[config.mk]
export PLATFORM = sky130hd
export DESIGN_NAME = palette_lut
export DESIGN_NICKNAME = d
export VERILOG_FILES = /design/src/rtl/palette_pkg.sv /design/src/rtl/palette_rd_port.sv /design/src/rtl/palette_lut.sv
export SDC_FILE = /design/constraint.sdc
export NUM_CORES = 1
export LEC_CHECK = 0
export CAP_MARGIN = 15
export CORE_UTILIZATION = 60
export DETAILED_ROUTE_END_ITERATION = 7
export PLACE_DENSITY = 0.88
export SLEW_MARGIN = 20
export SYNTH_ARGS = -nofsm -noshare
export SYNTH_HDL_FRONTEND = slang
export SYNTH_SLANG_ARGS = --single-unit
[constraint.sdc]
create_clock -name clk -period 5.35 [get_ports clk]
set_clock_uncertainty 0.1 [all_clocks]
set_input_delay 0.8025 -clock clk [delete_from_list [all_inputs] [get_ports clk]]
set_output_delay 0.8025 -clock clk [all_outputs]
set_load 0.02 [all_outputs]
[src/rtl/palette_pkg.sv]
// Shared types and default colour table for the palette LUT.
package palette_pkg;

  localparam int PAL_COLOR_W = 24;
  localparam int PAL_N_DEF   = 16;

  typedef logic [PAL_COLOR_W-1:0] color_t;

  typedef enum logic {
    INIT = 1'b0,
    RUN  = 1'b1
  } palette_state_e;

  localparam color_t DEFAULT_PALETTE [PAL_N_DEF] = '{
    24'hA056FF, 24'h00FF00, 24'h6700FF, 24'hFFA000,
    24'h0000FF, 24'h00FF00, 24'hFF0000, 24'hFFFFFF,
    24'h0000FF, 24'h00FF00, 24'hFF0000, 24'hFFFFFF,
    24'hFFFFFF, 24'hFFFFFF, 24'hFFFFFF, 24'hFFFFFF
  };

  function automatic color_t default_color(input int idx);
    if (idx >= 0 && idx < PAL_N_DEF) return DEFAULT_PALETTE[idx[3:0]];
    return '0;
  endfunction

endpackage

[src/rtl/palette_rd_port.sv]
// One registered palette read channel: range check plus same-cycle write forwarding.
module palette_rd_port #(
  parameter int COLOR_W = 24,
  parameter int DEPTH   = 16,
  parameter int IDX_W   = $clog2(DEPTH)
) (
  input  logic                          clk,
  input  logic                          rst_n,
  input  logic                          accept,
  input  logic [IDX_W-1:0]              idx,
  input  logic [DEPTH-1:0][COLOR_W-1:0] mem,
  input  logic                          wr_fire,
  input  logic [IDX_W-1:0]              wr_idx,
  input  logic [COLOR_W-1:0]            wr_data,
  output logic [COLOR_W-1:0]            data,
  output logic                          data_valid
);

  localparam logic [IDX_W:0] DEPTH_C = DEPTH[IDX_W:0];

  logic               in_range;
  logic               fwd;
  logic [COLOR_W-1:0] word;

  assign in_range = {1'b0, idx} < DEPTH_C;
  // An out-of-range write is discarded, so it must not forward either.
  assign fwd      = wr_fire && (wr_idx == idx) && in_range;
  assign word     = fwd ? wr_data : (in_range ? mem[idx] : '0);

  always_ff @(posedge clk or negedge rst_n) begin
    if (!rst_n) begin
      data       <= '0;
      data_valid <= 1'b0;
    end else begin
      data_valid <= accept;
      if (accept) data <= word;
    end
  end

endmodule

[src/rtl/palette_lut.sv]
// Reprogrammable colour palette with N_RD registered read channels and an init sequencer.
// Optional host write port enabled by defining PALETTE_WR_EN.
module palette_lut
  import palette_pkg::*;
#(
  parameter int COLOR_W = 24,
  parameter int DEPTH   = 16,
  parameter int IDX_W   = $clog2(DEPTH),
  parameter int N_RD    = 2
) (
  input  logic                    clk,
  input  logic                    rst_n,
  input  logic                    restore,
  output logic                    busy,
  input  logic [N_RD-1:0]         rd_valid,
  input  logic [N_RD*IDX_W-1:0]   rd_idx,
  output logic                    rd_ready,
  output logic [N_RD*COLOR_W-1:0] rd_data,
  output logic [N_RD-1:0]         rd_data_valid,
  input  logic                    wr_valid,
  input  logic [IDX_W-1:0]        wr_idx,
  input  logic [COLOR_W-1:0]      wr_data,
  output logic                    wr_ready
);

  localparam logic [IDX_W-1:0] LAST    = IDX_W'(DEPTH - 1);
  localparam logic [IDX_W:0]   DEPTH_C = DEPTH[IDX_W:0];

  palette_state_e               state_q, state_d;
  logic [IDX_W-1:0]             cnt_q, cnt_d;
  logic [DEPTH-1:0][COLOR_W-1:0] mem;
  logic                         accept_ok;
  logic                         wr_fire;
  logic                         wr_in_range;

  // Default table is stored MSB-aligned: narrower words drop LSBs, wider ones pad LSBs with zeros.
  function automatic logic [COLOR_W-1:0] fit_color(input color_t c);
    logic [COLOR_W+PAL_COLOR_W-1:0] wide;
    wide = {c, {COLOR_W{1'b0}}};
    return wide[COLOR_W+PAL_COLOR_W-1 -: COLOR_W];
  endfunction

  assign busy      = (state_q == INIT);
  assign rd_ready  = !busy;
  // The restore cycle itself accepts nothing, even though ready is still high.
  assign accept_ok = !busy && !restore;

`ifdef PALETTE_WR_EN
  assign wr_ready = !busy;
  assign wr_fire  = wr_valid && accept_ok;
`else
  logic unused_wr;
  assign wr_ready  = 1'b0;
  assign wr_fire   = 1'b0;
  assign unused_wr = wr_valid;
`endif

  assign wr_in_range = {1'b0, wr_idx} < DEPTH_C;

  always_ff @(posedge clk or negedge rst_n) begin
    if (!rst_n) begin
      state_q <= INIT;
      cnt_q   <= '0;
    end else begin
      state_q <= state_d;
      cnt_q   <= cnt_d;
    end
  end

  always_comb begin
    state_d = state_q;
    cnt_d   = cnt_q;
    case (state_q)
      INIT: begin
        cnt_d = cnt_q + 1'b1;
        if (cnt_q == LAST) begin
          state_d = RUN;
          cnt_d   = '0;
        end
      end
      RUN: begin
        if (restore) begin
          state_d = INIT;
          cnt_d   = '0;
        end
      end
      default: begin
        state_d = INIT;
        cnt_d   = '0;
      end
    endcase
  end

  // Storage is deliberately left unreset; the sequencer fills it after every reset.
  always_ff @(posedge clk) begin
    if (busy) mem[cnt_q] <= fit_color(default_color(int'(cnt_q)));
    else if (wr_fire && wr_in_range) mem[wr_idx] <= wr_data;
  end

  for (genvar k = 0; k < N_RD; k++) begin : g_rd
    palette_rd_port #(
      .COLOR_W (COLOR_W),
      .DEPTH   (DEPTH),
      .IDX_W   (IDX_W)
    ) u_rd (
      .clk        (clk),
      .rst_n      (rst_n),
      .accept     (rd_valid[k] && accept_ok),
      .idx        (rd_idx[k*IDX_W +: IDX_W]),
      .mem        (mem),
      .wr_fire    (wr_fire),
      .wr_idx     (wr_idx),
      .wr_data    (wr_data),
      .data       (rd_data[k*COLOR_W +: COLOR_W]),
      .data_valid (rd_data_valid[k])
    );
  end

endmodule

==> impl_results.md, run 1 <==
- Max Root-Sink Buffers: 2
- Power per cell area: 559 mW/mm^2
- Chip Width: 113 um
- Residual DRC: 0
- Max_slew headroom: 30.6%
- Crit path from: rd_idx[4]
- Worst slew pin tran: 1040 ps
- HPWL after detailed placement: 10.7 mm
- Clock insertion delay at the later pin of the skew report: 430 ps
- Cell taking the most area after synthesis: edfxtp_1
- Synth Flop Type: edfxtp_1
- Setup TNS: 0 ps
- Post-synth EDFFs: 128
- Worst hold-check slack: 404 ps
- Status: complete, no violations
- Avg Synthesized Cell Area: 16.3 um^2
- Fmax achieved: 309 MHz
- Layout net count: 533
- Initial Util: 61.6%
- Critical path type: primary input to flip-flop
- GR Overflow Total: 0
- Share of layout cells above drive strength 1: 17.9%
- # rows: 40
- Gpl congestion: 0.873
- WL/cell: 26.7 um
- Final core occ: 70.8%
- Via density: 6.88
- Worst hold start: g_rd[0].u_rd.data[21]$_DFFE_PN0P_
- Top cell type's share of synthesized area: 52.0%
- Worst path max stage delay: 1060 ps
- TritonCTS clock tree: yes
- CP max-delay cell: clkdlybuf4s50_1
- Fin. Hold Viols: 0
- Syn Inst Count: 453
- First-pass GRT wire length: 25.9 mm
- Via count: 4436
- Die area: 0.0128 mm^2
- Register bit total from synthesis: 151
- GRT Total Usage: 28.9%
- Initial antenna violation count: 0
- Worst hold path stage count: 2
- Area Growth Syn to Fin: 14.9%
- Clock transition at the registers of the reported paths: 60 ps
- Critical Path RT: 5550 ps
- Core area: 0.0120 mm^2
- Synth top area cells: edfxtp_1 52%, mux4_2 9.4%, dfrtp_1 7.8%
- Crit path DAT: 3440 ps
- Design area: 0.00850 mm^2
- Max FO, Critical Path: 17
- Mapped Area: 0.00740 mm^2
- Fin crit share: 60.4%
- Post-synth ARST share: 15.2%
- Post-CTS setup buffers: 0
- 1st-iter DRT viols: 601
- Post-cts sizing count: 0
- Net Count, Synth: 501
- Antenna Nets Post-Route: 0
- Critical R2R Launch: cnt_q[0]$_DFFE_PN0P_
- RSZ-0062 raised after global routing: false
- Ys Warns: 0
- Routed WL: 17.2 mm
- Die Y: 113 um
- Hold Path Class: flip-flop to flip-flop
- Largest net degree at the start of global routing: 40
- Diode count: 0
- Clock root cell: clkbuf_16
- H-tree Lvls: 4
- Number of I/O pins: 95
- Fill count: 711
- IO Port Bufs: 64
- Most common cell in the netlist: edfxtp_1
- Cts hold-fix bufs: 0
- Sequential area share after synthesis: 59.7%
- Synth cell count leaders: 128 x edfxtp_1, 41 x mux2i_1, 35 x buf_4
- Vias in the first global route: 4390
- First-pass iteration count of the detailed router: 5
- # setup viols final: 0
- Worst reg2reg path endpoint: mem[271]$_DFFE_PP_
- Num CTS Buffers: 17
- Crit path launch type: primary input
- FF-to-FF setup slack: 3040 ps
- P_leak: 3.07 nW
- Max Slew Vio Count: 0
- Synth cell types: 41
- Min Tclk post-route: 3230 ps
- Max_cap viols: 0
- Total clock sinks: 151
- Hold EP: g_rd[0].u_rd.data[21]$_DFFE_PN0P_
- Max IR drop VDD: 0.391 mV
- Crit end category: flip-flop
- R2R depth: 4
- Cell Area, Placed: 0.00788 mm^2
- Crit path cell chain: clkdlybuf4s50_1 > buf_4 > mux4_1 > mux2_2 > a22oi_1 > nand2_1
-- cell families after synthesis --
logic type / after synthesis / synth area share (%)
AO/OA/AOI/OAI: 52 / 4.97
multiplexers: 100 / 23.3
other: 1 / 0.0507
flip-flops: 151 / 59.7
AND/OR/NAND/NOR: 75 / 5.11
adder cells (fa/ha/maj): 6 / 1.01
XOR/XNOR: 1 / 0.118
buffers and inverters: 67 / 5.70
-- power by group --
group | switching, W | total (W) | internal [W]
sequential | 0.000208 | 0.00206 | 0.00185
clock | 0.000472 | 0.00121 | 0.000743
combinational | 0.000890 | 0.00148 | 0.000590
-- sequential cells by signal (all words and copies together) (netlist names) --
name / cells
mem: 128
g_rd.u_rd.data: 16
cnt_q: 4
g_rd.u_rd.data_valid: 2
rd_ready: 1
-- worst max path at each step --
stage | to
detailed placement | g_rd[1].u_rd.data[15]$_DFFE_PN0P_
global route | g_rd[1].u_rd.data[7]$_DFFE_PN0P_
CTS | g_rd[1].u_rd.data[15]$_DFFE_PN0P_
finish | g_rd[1].u_rd.data[7]$_DFFE_PN0P_
global placement | g_rd[1].u_rd.data[7]$_DFFE_PN0P_
floorplan | mem[79]$_DFFE_PP_
-- layer usage --
layer	wire length [um]	up-vias	GRT usage, %
met1	6190	2226	36.6
met4	517	0	12.5
met5	0	-	0
met3	1660	51	7.12
li1	-	1850	-
met2	8860	309	48.1
-- per-stage QoR --
step | total power, W | setup slack [ps] | std cells
detailed placement | 0.00351 | 1760 | 613
CTS | 0.00474 | 2170 | 645
global placement | 0.00341 | 1810 | 612
floorplan | 0.00298 | 3180 | 453
global route | 0.00493 | 2110 | 645
finish | 0.00475 | 2120 | 645
-- area by class of cell --
type	count	area (um^2)	area share, %
repair buffers	72	686	8.07
well taps	147	184	2.16
multi-input cells	235	2580	30.4
flip-flops and latches	151	4420	52.0
clock inverters	13	155	1.83
clock buffers	19	443	5.21
inverters	8	30.0	0.353
-- critical path, delay by kind of cell --
kind,cells,cell delay (ps)
mux,2,910
simple gates,1,80
compound gates,1,170
buf+inv,2,1470
-- cells in the final DEF, fill, tap and decap left out, drive strengths merged, types with 9 or more instances in the layout --
cell and n:
clkbuf 19, nor2 10, clkdlybuf4s50 61, edfxtp 128, inv 9, mux4 51, a22oi 16, nand2 28
buf 11, o211ai 9, dfrtp 23, and2 10, mux2i 41
Power figures use the tool's default switching activity.
==> inputs of run 2 (changes only) <==
Settings changed: CORE_UTILIZATION 60 to 56, PLACE_DENSITY 0.88 to 0.83.
Clock period 5.35 ns to 3.2 ns, I/O delays scaled along.
==> run 2 against run 1 <==
First-iteration DRC count decreased by 25%. Critical path depth decreased by 4. Clock-buffer cell count increased by 3. Sequential share of layout area decreased by 0.90 points. Global-route usage decreased by 1.3 points. Sequential power increased by 66%. Total power increased by 70%. Core utilization decreased by 3.1 points. Combinational power increased by 72%. Non-clock buffer count increased by 15. Critical path type is now flip-flop to output pin. Highest routed layer unchanged.
==> impl_results.md, run 2 (synthesized netlist as in run 1, its figures left out) <==
- Chip Width: 117 um
- Fill count: 807
- Cts hold-fix bufs: 0
- WL/cell: 25.3 um
- Min Tclk post-route: 2440 ps
- Max FFs per register: 128
- Fmax achieved: 410 MHz
- WL met3: 1.58 mm
- Antenna Nets Post-Route: 0
- Max IR drop VDD: 0.669 mV
- Num CTS Buffers: 17
- TritonCTS clock tree: yes
- Initial antenna violation count: 0
- Via count: 4479
- Largest net degree at the start of global routing: 31
- Commonest non-fill, non-tap cell in the layout: edfxtp_1
- Max_cap viols: 0
- Worst slew pin tran: 777 ps
- Sw power: 0.00259 W
- First-pass GRT wire length: 26.0 mm
- Max FO, Critical Path: 14
- GR Overflow Total: 0
- IO Port Bufs: 64
- Total clock sinks: 151
- Clock root cell: clkbuf_16
- Die Y: 117 um
- Fin. Hold Viols: 0
- FF-to-FF setup slack: 970 ps
- Critical R2R Launch: cnt_q[2]$_DFFE_PN0P_
- Core area: 0.0128 mm^2
- First-pass iteration count of the detailed router: 6
- Clock transition at the registers of the reported paths: 60 ps
- P_leak: 3.15 nW
- Internal power: 0.00547 W
- Worst path max stage delay: 650 ps
- HPWL after detailed placement: 11.3 mm
- Diode count: 0
- Critical Path Sink: busy
- Clk network pwr share: 25.9%
- Post-CTS setup buffers: 0
- # setup viols final: 0
- GRT Total Usage: 27.6%
- Post-cts sizing count: 0
- Crit path launch type: flip-flop
- Largest regs: mem x128, g_rd.u_rd.data x16, cnt_q x4
- Comb power frac: 31.6%
- Crit path cell chain: inv_1 > clkdlybuf4s50_1
- Gpl congestion: 0.822
- Crit path DAT: 1860 ps
- H-tree Lvls: 4
- Flop pwr share: 42.4%
- Crit path from: rd_ready$_DFF_PN0_
- Via density: 6.55
- Sw frac: 32.1%
- WL met1: 6.06 mm
- Crit end category: output pin
- R2R depth: 3
- Max_slew headroom: 48.2%
- Fin crit share: 76.2%
- Number of I/O pins: 95
- Layout net count: 548
- 1st-iter DRT viols: 453
- Share of layout cells above drive strength 1: 18.4%
- DR top layer: met4
- Max Slew Vio Count: 0
- # rows: 41
- Final core occ: 67.7%
- Routed WL: 17.3 mm
- CP max-delay cell: clkdlybuf4s50_1
- Power per cell area: 932 mW/mm^2
- Most frequent cells in the layout: 128 x edfxtp_1, 61 x clkdlybuf4s50_1, 41 x mux2i_1
- Critical path type: flip-flop to output pin
- Clock insertion delay at the later pin of the skew report: 420 ps
- Worst reg2reg path endpoint: mem[375]$_DFFE_PP_
- RSZ-0062 raised after global routing: false
- Critical Path RT: 2620 ps
- Status: complete, no violations
- Vias in the first global route: 4524
- Setup TNS: 0 ps
- Area Growth Syn to Fin: 16.9%
- Met2 wire len: 8.80 mm
- Residual DRC: 0
- Hold Path Class: primary input to async pin
- Die area: 0.0137 mm^2
- Max Root-Sink Buffers: 2
- Reg with most FFs: mem
- Initial Util: 57.9%
[run 2: area by class of cell]
type / instances / area, um^2 / share of cell area [%]
Sequential cell: 151 / 4420 / 51.1
Tap cell: 172 / 215 / 2.49
Clock buffer: 22 / 464 / 5.37
Inverter: 8 / 30.0 / 0.347
Clock inverter: 9 / 150 / 1.74
Multi-Input combinational cell: 235 / 2560 / 29.6
Timing Repair Buffer: 87 / 811 / 9.38
[run 2: routing by layer]
metal  track usage, %  vias up
met5                0        -
met4             15.9        0
li1                 -     1880
met2             45.4      294
met3             7.62       59
met1             33.2     2246
[run 2: critical path: cells and delay by family, from the launching register on]
| kind | cells | cell delay [ps] |
|---|---|---|
| buffers and inverters | 2 | 900 |
| DFF | 1 | 540 |
[run 2: worst min-delay path by stage]
| stage | endpoint | slack, ps | depth (start not counted) |
|---|---|---|---|
| 2_1_floorplan | cnt_q[0]$_DFFE_PN0P_ | 80 | 0 |
| 3_3_place_gp | g_rd[0].u_rd.data[21]$_DFFE_PN0P_ | 390 | 2 |
| 3_5_place_dp | g_rd[1].u_rd.data[21]$_DFFE_PN0P_ | 410 | 2 |
| 4_1_cts | g_rd[1].u_rd.data[21]$_DFFE_PN0P_ | 320 | 2 |
| 5_1_grt | g_rd[1].u_rd.data[21]$_DFFE_PN0P_ | 340 | 2 |
| 6_report | g_rd[1].u_rd.data[22]$_DFFE_PN0P_ | 330 | 2 |
[run 2: power groups by stage]
| stage | combinational [W] | sequential (W) | clock [W] |
|---|---|---|---|
| after detailed placement | 0.00254 | 0.00345 | 0 |
| after CTS | 0.00255 | 0.00342 | 0.00210 |
| after global routing | 0.00275 | 0.00348 | 0.00218 |
| after global placement | 0.00243 | 0.00339 | 0 |
| final | 0.00255 | 0.00342 | 0.00209 |
| after floorplan | 0.00158 | 0.00341 | 0 |
[run 2: per-stage QoR]
stage | instances | setup WS [ps] | hold slack (ps) | instance area (um^2) | power (W)
floorplan | 453 | 1030 | 84.4 | 7400 | 0.00498
global placement | 653 | 615 | 391 | 8030 | 0.00582
detailed placement | 653 | 569 | 410 | 8030 | 0.00598
CTS | 684 | 742 | 324 | 8650 | 0.00807
global route | 684 | 668 | 344 | 8650 | 0.00840
finish | 684 | 762 | 329 | 8650 | 0.00806
==> inputs of run 3 (changes only) <==
Settings changed: CORE_UTILIZATION 56 to 50, PLACE_DENSITY 0.83 to 0.78.
Clock period 3.2 ns to 2 ns, I/O delays scaled along.
==> run 3 against run 2 <==
Sequential power up 58%. Final cell count up 7.5%. Largest power group unchanged. Total power up 63%. Die area up 12%. Flip-flop and latch count unchanged.
==> impl_results.md, run 3 (synthesized netlist as in run 1, its figures left out) <==
- Status: complete, no violations
- Worst reg2reg path endpoint: mem[287]$_DFFE_PP_
- Min Tclk post-route: 1900 ps
- WP depth: 1
- Most frequent cells in the layout: 128 x edfxtp_1, 53 x buf_4, 46 x clkdlybuf4s50_1
- Max_slew headroom: 53.5%
- Cts hold-fix bufs: 0
- Vias in the first global route: 4587
- Critical Path RT: 1600 ps
- Max IR drop VDD: 0.969 mV
- Largest regs: mem x128, g_rd.u_rd.data x16, cnt_q x4
- Fin cells: 735
- Hold Path Class: primary input to async pin
- Critical path type: flip-flop to output pin
- Via count: 4569
- P_leak: 3.52 nW
- Crit path launch type: flip-flop
- Fmax achieved: 525 MHz
- FF-to-FF setup slack: 160 ps
- Power per cell area: 1450 mW/mm^2
- Core area: 0.0145 mm^2
- 1st-iter DRT viols: 422
- First-pass GRT wire length: 25.9 mm
- Residual DRC: 0
- Clock insertion delay at the later pin of the skew report: 420 ps
- Number of I/O pins: 95
- First-pass iteration count of the detailed router: 5
- Critical Path Sink: rd_data[36]
- R2R depth: 7
- Initial antenna violation count: 0
- IO Port Bufs: 64
- Fin crit share: 95.2%
- Antenna Nets Post-Route: 0
- Largest net degree at the start of global routing: 28
- Chip Width: 124 um
- Post-CTS setup buffers: 0
- GR Overflow Total: 0
- Crit path DAT: 1500 ps
- Worst slew pin tran: 697 ps
- Critical R2R Launch: cnt_q[1]$_DFFE_PN0P_
- Die area: 0.0153 mm^2
- Fin. Hold Viols: 0
- TritonCTS clock tree: yes
- Diode count: 0
- Crit path cell chain: clkdlybuf4s50_1
- Die Y: 124 um
- H-tree Lvls: 4
- Gpl congestion: 0.820
- Clock root cell: clkbuf_16
- Num CTS Buffers: 17
- Max_cap viols: 0
- Cell Area, Placed: 0.00841 mm^2
- CP max-delay cell: clkdlybuf4s50_1
- CP delay by family, top: buffers and inverters
- HPWL after detailed placement: 11.9 mm
- Area Growth Syn to Fin: 22.6%
- Share of layout cells above drive strength 1: 24.9%
- # rows: 44
- Via density: 6.22
- Max FO, Critical Path: 5
- WP buf/inv: 1
- Reg with most FFs: mem
- Routed WL: 17.7 mm
- Crit end category: output pin
- Worst path max stage delay: 650 ps
- GRT Total Usage: 24.4%
- Crit path from: g_rd[1].u_rd.data[14]$_DFFE_PN0P_
- Commonest non-fill, non-tap cell in the layout: edfxtp_1
- Setup TNS: 0 ps
- Design area: 0.00907 mm^2
- Clock transition at the registers of the reported paths: 60 ps
- WL/cell: 24.1 um
- Layout net count: 586
- Total clock sinks: 151
- Max Root-Sink Buffers: 2
- RSZ-0062 raised after global routing: false
- Initial Util: 51.1%
- Placed insts: 702
- Max Slew Vio Count: 0
- Max FFs per register: 128
- # setup viols final: 0
==> run 3: worst reg2reg max path, delay by kind of cell, from the launching register on <==
family                   cells  cell delay (ps)
AO/OA/AOI/OAI                2              290
adder cells (fa/ha/maj)      1              320
buffers and inverters        4              450
flip-flops                   1              420
==> run 3: final cells by class <==
type | count | area [um^2]
flip-flops and latches | 151 | 4420
clock buffers | 19 | 433
well taps | 184 | 230
repair buffers | 125 | 1210
inverters | 8 | 30.0
multi-input cells | 235 | 2570
fillers | 987 | 5410
clock inverters | 13 | 179
==> run 3: what timing repair did <==
| item | in CTS | in global routing |
|---|---|---|
| resized for setup | 6 | 11 |
| cloned | 0 | 1 |
| hold endpoints to repair | 0 | 0 |
| setup endpoints to repair | 26 | 30 |
==> run 3: power by group <==
group	switching (W)	leakage (nW)	internal [W]
clock	0.00121	0.291	0.00208
combinational	0.00252	1.78	0.00191
sequential	0.000483	1.45	0.00493
==> run 3: stage by stage <==
stage / utilization (%) / setup slack, ps / hold WS [ps] / power (W)
after floorplan: - / -7.17 / -95.6 / 0.00798
after global placement: 58.1 / -349 / 386 / 0.00965
after detailed placement: 58.1 / -380 / 399 / 0.00987
after CTS: 62.3 / 3.03 / 172 / 0.0131
after global routing: 62.6 / 3.85 / 184 / 0.0137
final: 62.6 / 95.7 / 180 / 0.0131
==> run 3: worst min-delay path by stage <==
| stage | from | slack, ps | end |
|---|---|---|---|
| after floorplan | rst_n | -100 | cnt_q[0]$_DFFE_PN0P_ |
| after CTS | rst_n | 170 | g_rd[0].u_rd.data[7]$_DFFE_PN0P_ |
| after global placement | g_rd[0].u_rd.data[21]$_DFFE_PN0P_ | 390 | g_rd[0].u_rd.data[21]$_DFFE_PN0P_ |
| after global routing | rst_n | 180 | g_rd[1].u_rd.data[21]$_DFFE_PN0P_ |
| final | rst_n | 180 | g_rd[1].u_rd.data[7]$_DFFE_PN0P_ |
| after detailed placement | g_rd[0].u_rd.data[21]$_DFFE_PN0P_ | 400 | g_rd[0].u_rd.data[21]$_DFFE_PN0P_ |
==> run 3: per-layer routing <==
layer,track usage [%],vias up,share of wire [%]
met5,0,-,0
met4,13.3,0,3.7
met3,4.40,45,7.4
met2,41.9,253,51
met1,29.3,2316,38
li1,-,1955,-
